--- config.mk ---
export PLATFORM = sky130hd
export DESIGN_NAME = signal_sequencer
export DESIGN_NICKNAME = d
export VERILOG_FILES = /design/src/rtl/signal_sequencer_pkg.sv /design/src/rtl/signal_sequencer_tick_divider.sv /design/src/rtl/signal_sequencer.sv
export SDC_FILE = /design/constraint.sdc
export NUM_CORES = 1
export LEC_CHECK = 0
export ABC_AREA = 1
export CAP_MARGIN = 20
export CORE_MARGIN = 8
export CORE_UTILIZATION = 25
export DETAILED_ROUTE_END_ITERATION = 12
export PLACE_DENSITY = 0.43
export SYNTH_ARGS = -nofsm -noshare
export SYNTH_HDL_FRONTEND = slang
export SYNTH_SLANG_ARGS = --single-unit
--- constraint.sdc ---
create_clock -name clk -period 2.2 [get_ports clk]
set_clock_uncertainty 0.2 [all_clocks]
set_input_delay 0.33 -clock clk [delete_from_list [all_inputs] [get_ports clk]]
set_output_delay 0.33 -clock clk [all_outputs]
set_load 0.1 [all_outputs]
--- src/rtl/signal_sequencer_pkg.sv ---
// Shared encodings for the traffic-signal sequencer: FSM state codes,
// lamp bit positions on the LED bus and parameter selector codes.
package signal_sequencer_pkg;

  typedef enum logic [2:0] {
    S_MG    = 3'd0,
    S_MG2   = 3'd1,
    S_MY    = 3'd2,
    S_WALK  = 3'd3,
    S_SG    = 3'd4,
    S_SY    = 3'd5,
    S_FLASH = 3'd6
  } state_e;

  localparam int LED_MAIN_R = 0;
  localparam int LED_MAIN_Y = 1;
  localparam int LED_MAIN_G = 2;
  localparam int LED_SIDE_R = 3;
  localparam int LED_SIDE_Y = 4;
  localparam int LED_SIDE_G = 5;
  localparam int LED_WALK   = 6;

  localparam logic [1:0] SEL_BASE = 2'd0;
  localparam logic [1:0] SEL_EXT  = 2'd1;
  localparam logic [1:0] SEL_YEL  = 2'd2;

endpackage

--- src/rtl/signal_sequencer_tick_divider.sv ---
// Timing-tick generator: strobes tick once every TICK_DIV clocks and can be
// restarted so the first tick after a restart lands TICK_DIV cycles later.
module tick_divider #(
  parameter int unsigned TICK_DIV = 100000000
) (
  input  logic clk,
  input  logic Reset,
  input  logic restart,
  output logic tick
);

  localparam int unsigned CNT_W = $clog2(TICK_DIV);
  localparam logic [CNT_W-1:0] LAST = CNT_W'(TICK_DIV - 1);

  logic [CNT_W-1:0] count_q;
  logic [CNT_W-1:0] count_d;

  assign tick = (count_q == LAST);

  always_comb begin
    count_d = count_q + CNT_W'(1);
    if (restart || tick) begin
      count_d = '0;
    end
  end

  always_ff @(posedge clk or posedge Reset) begin
    if (Reset) begin
      count_q <= '0;
    end else begin
      count_q <= count_d;
    end
  end

endmodule

--- src/rtl/signal_sequencer.sv ---
// Traffic-signal core: parameter store, interval timer, walk latch and phase
// FSM driving the 7-bit lamp bus, with a night flash mode.
module signal_sequencer
  import signal_sequencer_pkg::*;
#(
  parameter int unsigned TICK_DIV = 100000000,
  parameter int unsigned TIME_W   = 4,
  parameter int unsigned DEF_BASE = 6,
  parameter int unsigned DEF_EXT  = 3,
  parameter int unsigned DEF_YEL  = 2
) (
  input  logic              clk,
  input  logic              Reset,
  input  logic              Sensor,
  input  logic              Walk_Request,
  input  logic              Reprogram,
  input  logic              Night,
  input  logic [1:0]        Time_Parameter_Selector,
  input  logic [TIME_W-1:0] Time_Value,
  output logic [6:0]        LEDs,
  output logic [2:0]        state,
  output logic [TIME_W-1:0] remaining,
  output logic              tick
);

  localparam logic [TIME_W-1:0] ONE = TIME_W'(1);

  state_e            state_q, state_d;
  logic [TIME_W-1:0] remaining_q, remaining_d;
  logic [TIME_W-1:0] base_q, base_d;
  logic [TIME_W-1:0] ext_q, ext_d;
  logic [TIME_W-1:0] yel_q, yel_d;
  logic              walk_q, walk_d;
  logic              flash_on_q, flash_on_d;
  logic              restart;
  logic              load_en;
  logic [TIME_W-1:0] sensor_dur;

  function automatic logic [TIME_W-1:0] clamp_dur(input logic [TIME_W-1:0] d);
    return (d == '0) ? ONE : d;
  endfunction

  tick_divider #(
    .TICK_DIV(TICK_DIV)
  ) u_tick_divider (
    .clk    (clk),
    .Reset  (Reset),
    .restart(restart),
    .tick   (tick)
  );

  assign load_en    = Reprogram && (Time_Parameter_Selector != 2'd3);
  assign sensor_dur = clamp_dur(Sensor ? ext_q : base_q);

  always_comb begin
    state_d     = state_q;
    remaining_d = remaining_q;
    base_d      = base_q;
    ext_d       = ext_q;
    yel_d       = yel_q;
    flash_on_d  = flash_on_q;
    walk_d      = walk_q | Walk_Request;
    restart     = 1'b0;

    // A parameter load overrides any expiry happening in the same cycle.
    if (load_en) begin
      case (Time_Parameter_Selector)
        SEL_BASE: base_d = Time_Value;
        SEL_EXT:  ext_d  = Time_Value;
        SEL_YEL:  yel_d  = Time_Value;
        default:  ;
      endcase
      restart = 1'b1;
      if (state_q != S_FLASH) begin
        state_d     = S_MG;
        remaining_d = clamp_dur(base_d);
      end
    end else if (tick) begin
      if (state_q == S_FLASH) begin
        if (!Night) begin
          state_d     = S_MG;
          remaining_d = clamp_dur(base_q);
          restart     = 1'b1;
        end else begin
          flash_on_d = !flash_on_q;
        end
      end else if (remaining_q == ONE) begin
        restart = 1'b1;
        case (state_q)
          S_MG: begin
            state_d     = S_MG2;
            remaining_d = sensor_dur;
          end
          S_MG2: begin
            state_d     = S_MY;
            remaining_d = clamp_dur(yel_q);
          end
          S_MY: begin
            state_d     = walk_q ? S_WALK : S_SG;
            remaining_d = walk_q ? clamp_dur(ext_q) : sensor_dur;
          end
          S_WALK: begin
            state_d     = S_SG;
            remaining_d = sensor_dur;
          end
          S_SG: begin
            state_d     = S_SY;
            remaining_d = clamp_dur(yel_q);
          end
          S_SY: begin
            state_d     = Night ? S_FLASH : S_MG;
            remaining_d = Night ? '0 : clamp_dur(base_q);
            flash_on_d  = 1'b1;
          end
          default: ;
        endcase
      end else begin
        remaining_d = remaining_q - ONE;
      end
    end

    // Serving the walk phase consumes the request, even one arriving now.
    if (state_d == S_WALK && state_q != S_WALK) begin
      walk_d = 1'b0;
    end
  end

  always_ff @(posedge clk or posedge Reset) begin
    if (Reset) begin
      state_q     <= S_MG;
      remaining_q <= TIME_W'(DEF_BASE);
      base_q      <= TIME_W'(DEF_BASE);
      ext_q       <= TIME_W'(DEF_EXT);
      yel_q       <= TIME_W'(DEF_YEL);
      walk_q      <= 1'b0;
      flash_on_q  <= 1'b0;
    end else begin
      state_q     <= state_d;
      remaining_q <= remaining_d;
      base_q      <= base_d;
      ext_q       <= ext_d;
      yel_q       <= yel_d;
      walk_q      <= walk_d;
      flash_on_q  <= flash_on_d;
    end
  end

  always_comb begin
    LEDs = '0;
    case (state_q)
      S_MG, S_MG2: begin
        LEDs[LED_MAIN_G] = 1'b1;
        LEDs[LED_SIDE_R] = 1'b1;
      end
      S_MY: begin
        LEDs[LED_MAIN_Y] = 1'b1;
        LEDs[LED_SIDE_R] = 1'b1;
      end
      S_WALK: begin
        LEDs[LED_MAIN_R] = 1'b1;
        LEDs[LED_SIDE_R] = 1'b1;
        LEDs[LED_WALK]   = 1'b1;
      end
      S_SG: begin
        LEDs[LED_MAIN_R] = 1'b1;
        LEDs[LED_SIDE_G] = 1'b1;
      end
      S_SY: begin
        LEDs[LED_MAIN_R] = 1'b1;
        LEDs[LED_SIDE_Y] = 1'b1;
      end
      S_FLASH: begin
        LEDs[LED_MAIN_Y] = flash_on_q;
        LEDs[LED_SIDE_R] = flash_on_q;
      end
      default: ;
    endcase
  end

  assign state     = state_q;
  assign remaining = remaining_q;

endmodule
=== After elaboration in Yosys (flattened, before gate mapping) ===
Cells that the tools add are included.

* Input bits: 12
* Word-level logic and storage cells: 97
* Flip-flop bits (word level): 48
* Output and inout bits: 15

* Mux-type cells: 44
* Add/subtract/negate cells: 2
* Eq/ne operators: 18
* Reduce and logical (&&, ||, !) cells: 23
* Bitwise logic cells: 2

{| class="wikitable"
|+ Operators with widths
! cell !! number
|-
| 4-bit 2-to-1 mux || 16
|-
| 27-bit by 1-bit adder with 27-bit output (second input constant) || 1
|-
| 27-bit equality test (second input constant) || 1
|-
| 27-bit 2-to-1 mux || 1
|-
| 3-bit 2-to-1 mux || 8
|-
| 4-bit logical NOT || 5
|-
| 3-bit one-hot mux with 6 select lines || 1
|-
| 4-bit one-hot mux with 4 select lines || 1
|-
| 1-bit 2-to-1 mux || 15
|-
| 3-bit by 2-bit equality test with 1-bit output (second input constant) || 3
|-
| 3-bit equality test (second input constant) || 3
|-
| 7-bit by 5-bit inequality test with 1-bit output (second input constant) || 1
|-
| 3-bit inequality test (second input constant) || 2
|-
| 2-bit nonzero test || 3
|-
| 2-bit OR reduction || 3
|-
| 5-bit AND reduction || 1
|-
| 4-bit by 1-bit equality test with 1-bit output (second input constant) || 1
|-
| 2-bit inequality test (second input constant) || 2
|-
| 1-bit one-hot mux with 2 select lines || 2
|-
| 2-bit AND reduction || 2
|-
| 4-bit AND reduction || 1
|-
| 4-bit OR reduction || 1
|-
| 4-bit by 1-bit subtractor with 4-bit output (second input constant) || 1
|-
| 3-bit by 1-bit equality test with 1-bit output (second input constant) || 1
|-
| other kinds (12) || 13
|}

=== Logic depth before layout (Yosys ltp) ===
Gate-level depths: netlist of the first run.

* Depth after elaboration: 9
* Depth in mapped cells: 14
* Mapped depth without buffers: 14

=== Cells and area by module ===
A second synthesis of the first run with hierarchy kept.

* Cell total of the unflattened synthesis: 491
* Area, all modules: 3278.1 um2

{| class="wikitable"
|+ By module, submodules not included
! module !! instances !! area each (um2) !! cells each !! sequential area each (um2)
|-
| signal_sequencer || 1 || 1675.4 || 259 || 534.3
|-
| tick_divider || 1 || 1602.8 || 232 || 675.6
|}

=== Worst setup path before layout of the first run ===
OpenSTA, ideal clock, no wires.

* Path kind: flip-flop to output port
* From: register state_q[0], in the netlist state[0]
* To: output port LEDs[3]
* Arrival time: 3351 ps
* Buffers on the path: 1
* Slack: -1681 ps
* Required time: 1670 ps
* Stages on the path, launching flop included: 5
* Path through: dfrtp_1 -> buf_2 -> inv_1 -> nand2_1 -> o21ai_0

* Cells in the longest elaborated chain, start to end: 3
* Elaborated cells between the ends (all ways): 7
* Classes of those cells: eq/ne (4); mux (1); reduce/logical (2)

{| class="wikitable"
|+ RTL lines
! element !! line !! RTL
|-
| start, declared || signal_sequencer.sv:28 || <nowiki>state_e state_q, state_d;</nowiki>
|-
| start signal, assigned || signal_sequencer.sv:138 || <nowiki>state_q <= state_d;</nowiki>
|-
| 3-bit by 2-bit equality test with 1-bit output (tied with other cells) || signal_sequencer.sv:150 || <nowiki>case (state_q)</nowiki>
|-
| 4-bit OR reduction (no line) || n/a ||
|-
| 1-bit one-hot mux with 2 select lines (*) || signal_sequencer.sv:150 ||
|-
| end, declared || signal_sequencer.sv:20 || <nowiki>output logic [6:0] LEDs,</nowiki>
|}

Mark *: on every way between the ends. The rest lies on a longest branch, timed or not.

=== Worst setup path in the final report of the first run ===
* From: register u_tick_divider.count_q[17]
* To: output port tick

* Cells in the longest elaborated chain, start to end: 1

{| class="wikitable"
|+ RTL lines
! element !! line !! RTL
|-
| start, declared || signal_sequencer_tick_divider.sv:15 || <nowiki>logic [CNT_W-1:0] count_q;</nowiki>
|-
| start signal, assigned || signal_sequencer_tick_divider.sv:31 || <nowiki>count_q <= count_d;</nowiki>
|-
| 27-bit equality test || signal_sequencer_tick_divider.sv:18 || <nowiki>assign tick = (count_q == LAST);</nowiki>
|-
| end, declared || signal_sequencer.sv:23 || <nowiki>output logic tick</nowiki>
|}

No other way between the ends.

==> reports/qor.yml, run 1 <==
outcome: "finished, final reports clean"
crit_chain: "nor2_2 -> nand2_1 -> nor2_2 -> nand3_1 -> nor2_4 -> buf_12"
initial_core_util_pct: 25.3
dp_cells: 657
multi_input_area_um2: 1730
ys_seq_area_share_pct: 38.3
synth_warnings: 0
worstMarginPinSlew_ns: 0.340
setup_ws_ns: 0.0986
hold_violations: 0
worst_setup_path_start_kind: "flip-flop"
grt_pass1_vias: 3086
max_freq_mhz: 476
viasPerCell: 4.47
pwr_density_cell_nw_per_um2: 611
antenna_cells: 0
nFillCells: 1362
yosysTopAreaCell: "dfrtp_1"
peakVddDrop_v: 0.000256
crit_type: "reg -> out"
maxCapViolCount: 0
rsz0062_at_grt: "true"
drt_first_pass_iters: 4
wire_per_inst_um: 13.0
end_kind: "output port"
clk_pin_slew_ns: 0.07
leakagePower_nw: 1.85
io-pin-count: 27
fin_crit_ns: 2.10
dpl.hpwl_um: 6730
drc: 0
row_count: 41
fin_crit_sh_pct: 95.5
port_buffers: 26
timing.hold.ws_ns: 0.0866
cts_hold_buffers: 0
die_h_um: 128
cp_slowest_cell: "dfrtp_2"
grt_overflow: 0
netlist_area_um2: 3160
yosys_register_bits: 48
cts_tree: "yes"
drtAntennaViolNets: 0
hold_class: "in -> async"
fin_util_pct: 33.1
placed_area_um2: 3870
drive_above_1_share_pct: 21.2
crit_arrival_ns: 1.57
drv_slew: 0
setup_viol: 0
place.gp.congestion: 0.815
worstPathMaxFanout: 6
root_buffer: "clkbuf_16"
crit_family: "simple AND/OR/NAND/NOR gates"
drt-total-wl_um: 8730
numCtsBuffers: 5
grt_max_degree: 40
synth_fp_nets: 469
crit_top_cell: "nor2_2"
avgSynthCellArea_um2: 6.95
relSlewSlack_pct: 77.2
ys_types: 40
vias: 3004
die_w_um: 128
drt_iter0_markers: 166
antenna_found_initial: 0
critPathMaxStageDelay_ns: 0.45
grt_pass1_wl_um: 15000
gr-usage-all-layers_pct: 11.3
coreArea_um2: 12500
synthTopCellsByArea: "dfrtp_1 (33%), nand2_1 (12%), inv_1 (6.9%)"
design_area_um2: 4120
worst-path-buf-inv: 1
reg2reg_setup_slack_ns: 0.17
pre_cts_ws_ns: -0.154
cts.sinks: 48
area_delta_synth_final_pct: 30.6
die_area_um2: 16500
syn_inst: 454
cts_max_level: 2
instances_no_fill: 672
clock_path_buffers: 2
yosys.area.top_type_share_pct: 32.5
total_power_mw: 2.52
ff_latch_area_um2: 1220
tns_ns: 0
worstPathRequired_ns: 1.67
nets: 514
insertion_delay_ns: 0.29
report_power, final:
part | switching, mW | leakage, nW | internal (mW)
clock | 0.341 | 0.0701 | 0.454
sequential | 0.0816 | 0.608 | 0.978
combinational | 0.426 | 1.17 | 0.240
total | 0.848 | 1.85 | 1.67
state kept, by name (all words and copies together) (netlist names):
register                cells
base_q                      4
ext_q                       4
flash_on_q                  1
remaining                   4
state                       3
u_tick_divider.count_q     27
walk_q                      1
yel_q                       4
what timing repair did:
action | in CTS | in global routing
setup buffers | 2 | 5
pin swaps | 3 | 5
resized for setup | 7 | 9
endpoints found under the setup margin | 3 | 7
placed cells by master (no fill, tap or decap), drive strengths merged, types with 3 or more instances in the layout:
| cell type | netlist | routed |
|---|---|---|
| nand2 | 114 | 114 |
| nor2 | 66 | 66 |
| inv | 64 | 61 |
| dfrtp | 41 | 41 |
| o21ai | 39 | 39 |
| buf | 6 | 35 |
| nand3 | 32 | 32 |
| a21oi | 27 | 27 |
| nor3 | 17 | 17 |
| clkdlybuf4s50 | 0 | 11 |
| nand4 | 8 | 8 |
| dfstp | 7 | 7 |
| clkbuf | 2 | 7 |
| a31oi | 4 | 4 |
| xor2 | 4 | 4 |
| clkinvlp | 0 | 4 |
| o21bai | 3 | 3 |
| ha | 3 | 3 |
cell usage after synthesis (all sizes together):
cell type / n
o21ai: 39
a21oi: 27
a31oi: 4
a22oi: 2
xor2: 4
dfstp: 7
nor3b: 2
nor3: 17
ha: 3
inv: 64
and3: 2
mux2i: 1
clkbuf: 2
o21bai: 3
buf: 6
o22ai: 1
nand3: 32
o211ai: 1
nand2: 114
clkinv: 2
dfrtp: 41
nand3b: 2
xnor2: 1
and2: 1
nor2: 66
nand4: 8
a211oi: 2
logic make-up after synthesis:
| logic type | Yosys count | share of synthesized area [%] |
|---|---|---|
| buffers and inverters | 74 | 9.52 |
| XOR/XNOR | 5 | 1.39 |
| AND/OR/NAND/NOR | 244 | 35.6 |
| multiplexers | 1 | 0.317 |
| AO/OA/AOI/OAI | 79 | 13.6 |
| flip-flops | 48 | 38.3 |
| adder cells (fa/ha/maj) | 3 | 1.19 |
layout make-up:
type	instances	share of cell area [%]
inverter	66	6.34
multi-input combinational	332	42.1
sequential	48	29.7
timing repair buffer	46	13.0
tap	172	5.22
clock buffer	7	3.46
clock inverter	1	0.182
routing by layer:
layer  share of wire, %  track usage [%]  vias to the layer above
li1                   -                -                     1557
met1                 48             14.1                     1399
met2                 48             18.9                       44
met3                3.2             2.03                        4
met4               0.85             4.27                        0
met5                  0                0                        -
worst paths after layout:
| path | startpoint | endpoint | depth (start not counted) |
|---|---|---|---|
| max | u_tick_divider.count_q[17] | tick | 6 |
| min | Reset | base_q[3] | 2 |
| max reg2reg | remaining[1] | walk_q | 12 |
| min reg2reg | u_tick_divider.count_q[0] | u_tick_divider.count_q[0] | 1 |
| max in group asynchronous | Reset | remaining[2] | 3 |
| min in group clk | u_tick_divider.count_q[0] | u_tick_divider.count_q[0] | 1 |
No activity file was read; power rests on OpenSTA's default activity.
==> inputs of run 2 (changes only) <==
- CORE_ASPECT_RATIO: default -> 2
==> reports/qor.yml, run 2 (same netlist as run 1, synthesis figures left out) <==
outcome: "finished, final reports clean"
final_cell_mix: "nand2_1 (100), inv_1 (53), nor2_1 (49)"
total_power_mw: 2.76  # +9.5%
die_area_um2: 16700  # +1.3%
largest_register_ffs: 27  # unchanged
nets: 515  # +0.19%
peakVddDrop_v: 0.000354  # +38%
coreArea_um2: 12500  # +0.13%
cts_tree: "yes"
worstMarginPinSlew_ns: 0.347  # +0.00708 ns
grt_pass1_wl_um: 15900  # +6.0%
largest-register: "u_tick_divider.count_q"
tns_ns: 0  # unchanged
grt_overflow: 0  # unchanged
row_count: 58  # +41%
drt_first_pass_iters: 4  # unchanged
grt_use_met2_pct: 24.5  # +5.6 points
io-pin-count: 27  # unchanged
wire_per_inst_um: 15.1  # +16%
worst_setup_path_start_kind: "flip-flop"
drive_above_1_share_pct: 22.0  # +0.76 points
drt-total-wl_um: 9810  # +12%
maxCapViolCount: 0  # unchanged
end_kind: "output port"
design_area_um2: 4190  # +1.6%
fin_util_pct: 33.5  # +0.48 points
dp_cells: 640  # -2.6%
cts_hold_buffers: 0  # unchanged
drtAntennaViolNets: 0  # unchanged
vias: 3089  # +2.8%
leakagePower_nw: 1.89  # +2.2%
timing.hold.ws_ns: 0.190  # +0.103 ns
drv_slew: 0  # unchanged
setup_viol: 0  # unchanged
drt_iter0_markers: 99  # -40%
antenna_found_initial: 0  # unchanged
clk_pin_slew_ns: 0.07  # about the same
hold_violations: 0  # unchanged
relSlewSlack_pct: 76.6  # -0.56 points
placed_area_um2: 3900  # +0.91%
fin_crit_ns: 2.12  # +0.0140 ns
root_buffer: "clkbuf_16"
cts_max_level: 2  # unchanged
fin_crit_sh_pct: 96.2  # +0.64 points
worstPathMaxFanout: 5  # -1
insertion_delay_ns: 0.29  # about the same
hold_class: "in -> async"
use_met3_pct: 1.76  # -0.26 points
cts.sinks: 48  # unchanged
instances_no_fill: 651  # -3.1%
initial_core_util_pct: 25.3  # -0.033 points
crit_arrival_ns: 1.59  # +0.02 ns
grt_pass1_vias: 3147  # +2.0%
max_freq_mhz: 473  # -0.66%
grt-busiest-layer: "met2"
grt_max_degree: 49  # +23%
pwr_density_cell_nw_per_um2: 659  # +7.8%
die_h_um: 175  # +36%
viasPerCell: 4.75  # +6.1%
worstPathRequired_ns: 1.67  # about the same
die_w_um: 95.4  # -26%
gr-usage-all-layers_pct: 12.4  # +1.1 points
pre_cts_ws_ns: -0.00195  # +0.152 ns
use_met1_pct: 11.2  # -2.9 points
crit_type: "reg -> out"
place.gp.congestion: 0.864  # +6.0%
clock_path_buffers: 2  # unchanged
drc: 0  # unchanged
dpl.hpwl_um: 7840  # +16%
numCtsBuffers: 5  # unchanged
area_delta_synth_final_pct: 32.7
setup_ws_ns: 0.0846  # -0.0140 ns
antenna_cells: 0  # unchanged
rsz0062_at_grt: "false"
final_common_cell: "nand2_1"
port_buffers: 26  # unchanged
-- run 2: layer usage --
metal	wire, um	part of all wire [%]	vias up
met3	212	2.2	16
met1	3420	35	1470
li1	-	-	1559
met4	364	3.7	0
met2	5810	59	44
met5	0	0	-
-- run 2: power breakdown --
part           switching (mW)  internal (mW)  leakage, nW
combinational           0.436          0.242         1.19
sequential             0.0797          0.977        0.609
clock                   0.369          0.656       0.0944
total                   0.885           1.88         1.89
-- run 2: final cells by class --
type	instances	area [um2]
clock buffer	5	125
clock inverter	3	68.8
fill	1316	8300
inverter	66	259
multi-input combinational	332	1750
sequential	48	1220
tap	150	188
timing repair buffer	47	568
-- run 2: what timing repair did --
action                     4_1_cts  5_1_grt
pin swaps                        0        3
setup endpoints to repair        2       11
cloned                           0        0
gates resized for setup          2       16
buffers inserted                 1        2
-- run 2: worst max-delay path: stages (launching register included) --
cell,delay [ns]
dfrtp_1,0.42
inv_1,0.10
nand4_1,0.11
nor2_2,0.16
nand3_1,0.14
nor2_4,0.17
buf_12,0.18
-- run 2: worst paths after layout --
kind	depth (start not counted)	start	end	slack (ns)
setup / recovery	6	u_tick_divider.count_q[19]	tick	0.08
hold / removal	3	Reset	base_q[0]	0.19
setup reg to reg	12	remaining[1]	walk_q	0.15
hold reg to reg	1	u_tick_divider.count_q[0]	u_tick_divider.count_q[0]	0.27
max in group asynchronous	3	Reset	base_q[2]	1.34
min in group clk	1	u_tick_divider.count_q[0]	u_tick_divider.count_q[0]	0.27
==> inputs of run 3 (changes only) <==
- clock period: 2.2 -> 2.5 ns (I/O delays scaled with it)
==> reports/qor.yml, run 3 (same netlist as run 1, synthesis figures left out) <==
rsz0062_at_grt: "false"
crit_family: "simple AND/OR/NAND/NOR gates"
place.gp.congestion: 0.844  # -2.4%
power_switching_uw: 746  # -16%
insertion_delay_ns: 0.29  # about the same
largest_register_ffs: 27  # unchanged
drv_slew: 0  # unchanged
grt_pass1_wl_um: 15900  # +0.22%
pwr_density_cell_nw_per_um2: 559  # -15%
largest-register: "u_tick_divider.count_q"
cp_slowest_cell: "dfrtp_1"
r2r_end: "walk_q"
vias: 3048  # -1.3%
timing.hold.ws_ns: 0.228  # +0.0386 ns
port_buffers: 26  # unchanged
tns_ns: 0  # unchanged
worstSetupStartpoint: "u_tick_divider.count_q[16]"
maxCapViolCount: 0  # unchanged
placed_area_um2: 3690  # -5.3%
critPathMaxStageDelay_ns: 0.42  # about the same
wire_per_inst_um: 15.3  # +1.7%
setup_ws_ns: 0.119  # +0.0344 ns
clk_pin_slew_ns: 0.07  # about the same
grt_pass1_vias: 3176  # +0.92%
viasPerCell: 4.79  # +1.0%
nFillCells: 1377  # +4.6%
reg2regPathDepth: 12  # unchanged
cts.sinks: 48  # unchanged
combPwrFrac_pct: 25.3  # +0.7 points
worst-path-buf-inv: 2  # unchanged
fin_crit_sh_pct: 95.2
relSlewSlack_pct: 72.9  # -3.7 points
drive_above_1_share_pct: 15.8  # -6.1 points
row_count: 58  # unchanged
grt_max_degree: 49  # unchanged
instances_no_fill: 636  # -2.3%
cts_tree: "yes"
total_power_mw: 2.14  # -22%
nets: 500  # -2.9%
clock_path_buffers: 2  # unchanged
drt_first_pass_iters: 4  # unchanged
crit_arrival_ns: 1.81  # +0.22 ns
drt-total-wl_um: 9740  # -0.65%
die_h_um: 175  # unchanged
antenna_found_initial: 0  # unchanged
dpl.hpwl_um: 7840  # about the same
crit_chain: "inv_2 -> nor2_1 -> nand2_1 -> nor2_1 -> nand3_1 -> nor2_2 -> buf_12"
endpoint: "tick"
die_area_um2: 16700  # unchanged
max_freq_mhz: 420
crit_cells: 7  # +1
pwr-share-clk_pct: 31.4  # -5.7 points
dp_cells: 628  # -1.9%
leakagePower_nw: 1.74  # -8.0%
p_sw_share_pct: 34.8  # +2.8 points
coreArea_um2: 12500  # unchanged
grt_overflow: 0  # unchanged
setup_viol: 0  # unchanged
numCtsBuffers: 5  # unchanged
worstPathRequired_ns: 1.92  # +0.25 ns
initial_core_util_pct: 25.3  # unchanged
hold_violations: 0  # unchanged
final_cell_mix: "nand2_1 (103), inv_1 (55), nor2_1 (54)"
worstPathMaxFanout: 5  # unchanged
cts_max_level: 2  # unchanged
drtAntennaViolNets: 0  # unchanged
hold_class: "in -> async"
design_area_um2: 3830  # -8.5%
cts_hold_buffers: 0  # unchanged
die_w_um: 95.4  # unchanged
fin_util_pct: 30.7  # -2.8 points
crit-reg2reg-launch: "remaining[1]"
ff_latch_area_um2: 1210  # -0.82%
outcome: "finished, final reports clean"
root_buffer: "clkbuf_16"
post_cts_buffers: 0  # -1
p_seq_share_pct: 43.2  # +4.9 points
drt_iter0_markers: 74  # -25%
worst_setup_path_start_kind: "flip-flop"
peakVddDrop_v: 0.000319  # -10%
pre_cts_ws_ns: 0.0472  # +0.0492 ns
reg2reg_setup_slack_ns: 0.37  # +0.22 ns
final_common_cell: "nand2_1"
area_delta_synth_final_pct: 21.4
multi_input_area_um2: 1660  # -5.5%
drc: 0  # unchanged
worstMarginPinSlew_ns: 0.406  # +0.0592 ns
fin_crit_ns: 2.38
crit_type: "reg -> out"
crit_top_cell: "nor2_1"
end_kind: "output port"
gr-usage-all-layers_pct: 12.4  # +0.018 points
cts_resized: 0  # -2
io-pin-count: 27  # unchanged
cell_internal_pwr_mw: 1.40  # -26%
antenna_cells: 0  # unchanged
## run 3: changes by cell type in the layout (fill, tap and decap cells not counted), sizes merged
cell / previous run / this run
buf: 36 / 21
clkbuf: 5 / 8
bufinv: 2 / 0
clkinvlp: 3 / 2
## run 3: worst min-delay path: stages
cell	delay (ns)
clkdlybuf4s50_1	0.41
inv_2	0.07
buf_12	0.25
## run 3: final cells by class
class	instances	share of cell area (%)
Clock buffer	8	3.56
Inverter	66	6.66
Multi-Input combinational cell	332	43.3
Sequential cell	48	31.7
Tap cell	150	4.90
Timing Repair Buffer	32	9.93
## run 3: how the worst min path moves through the flow
stage	from	to	slack (ns)
floorplan	u_tick_divider.count_q[0]	u_tick_divider.count_q[0]	0.23
global placement	u_tick_divider.count_q[0]	u_tick_divider.count_q[0]	0.25
detailed placement	u_tick_divider.count_q[0]	u_tick_divider.count_q[0]	0.25
CTS	Reset	u_tick_divider.count_q[21]	0.25
global route	Reset	u_tick_divider.count_q[21]	0.26
finish	Reset	u_tick_divider.count_q[21]	0.23
## run 3: layer usage
layer / track usage, % / vias up / wire length [um]
li1: - / 1525 / -
met1: 11.7 / 1437 / 3400
met2: 23.4 / 57 / 5530
met3: 2.02 / 29 / 313
met4: 7.49 / 0 / 505
met5: 0 / - / 0
## run 3: power by group through the flow
| stage | Clock, mW | Sequential (mW) | Combinational [mW] |
|---|---|---|---|
| after global placement | 0 | 0.941 | 0.549 |
| final | 0.673 | 0.925 | 0.543 |
| after CTS | 0.697 | 0.928 | 0.552 |
| after global routing | 0.724 | 0.937 | 0.599 |
| after detailed placement | 0 | 0.941 | 0.550 |
| after floorplan | 0 | 1.06 | 0.254 |
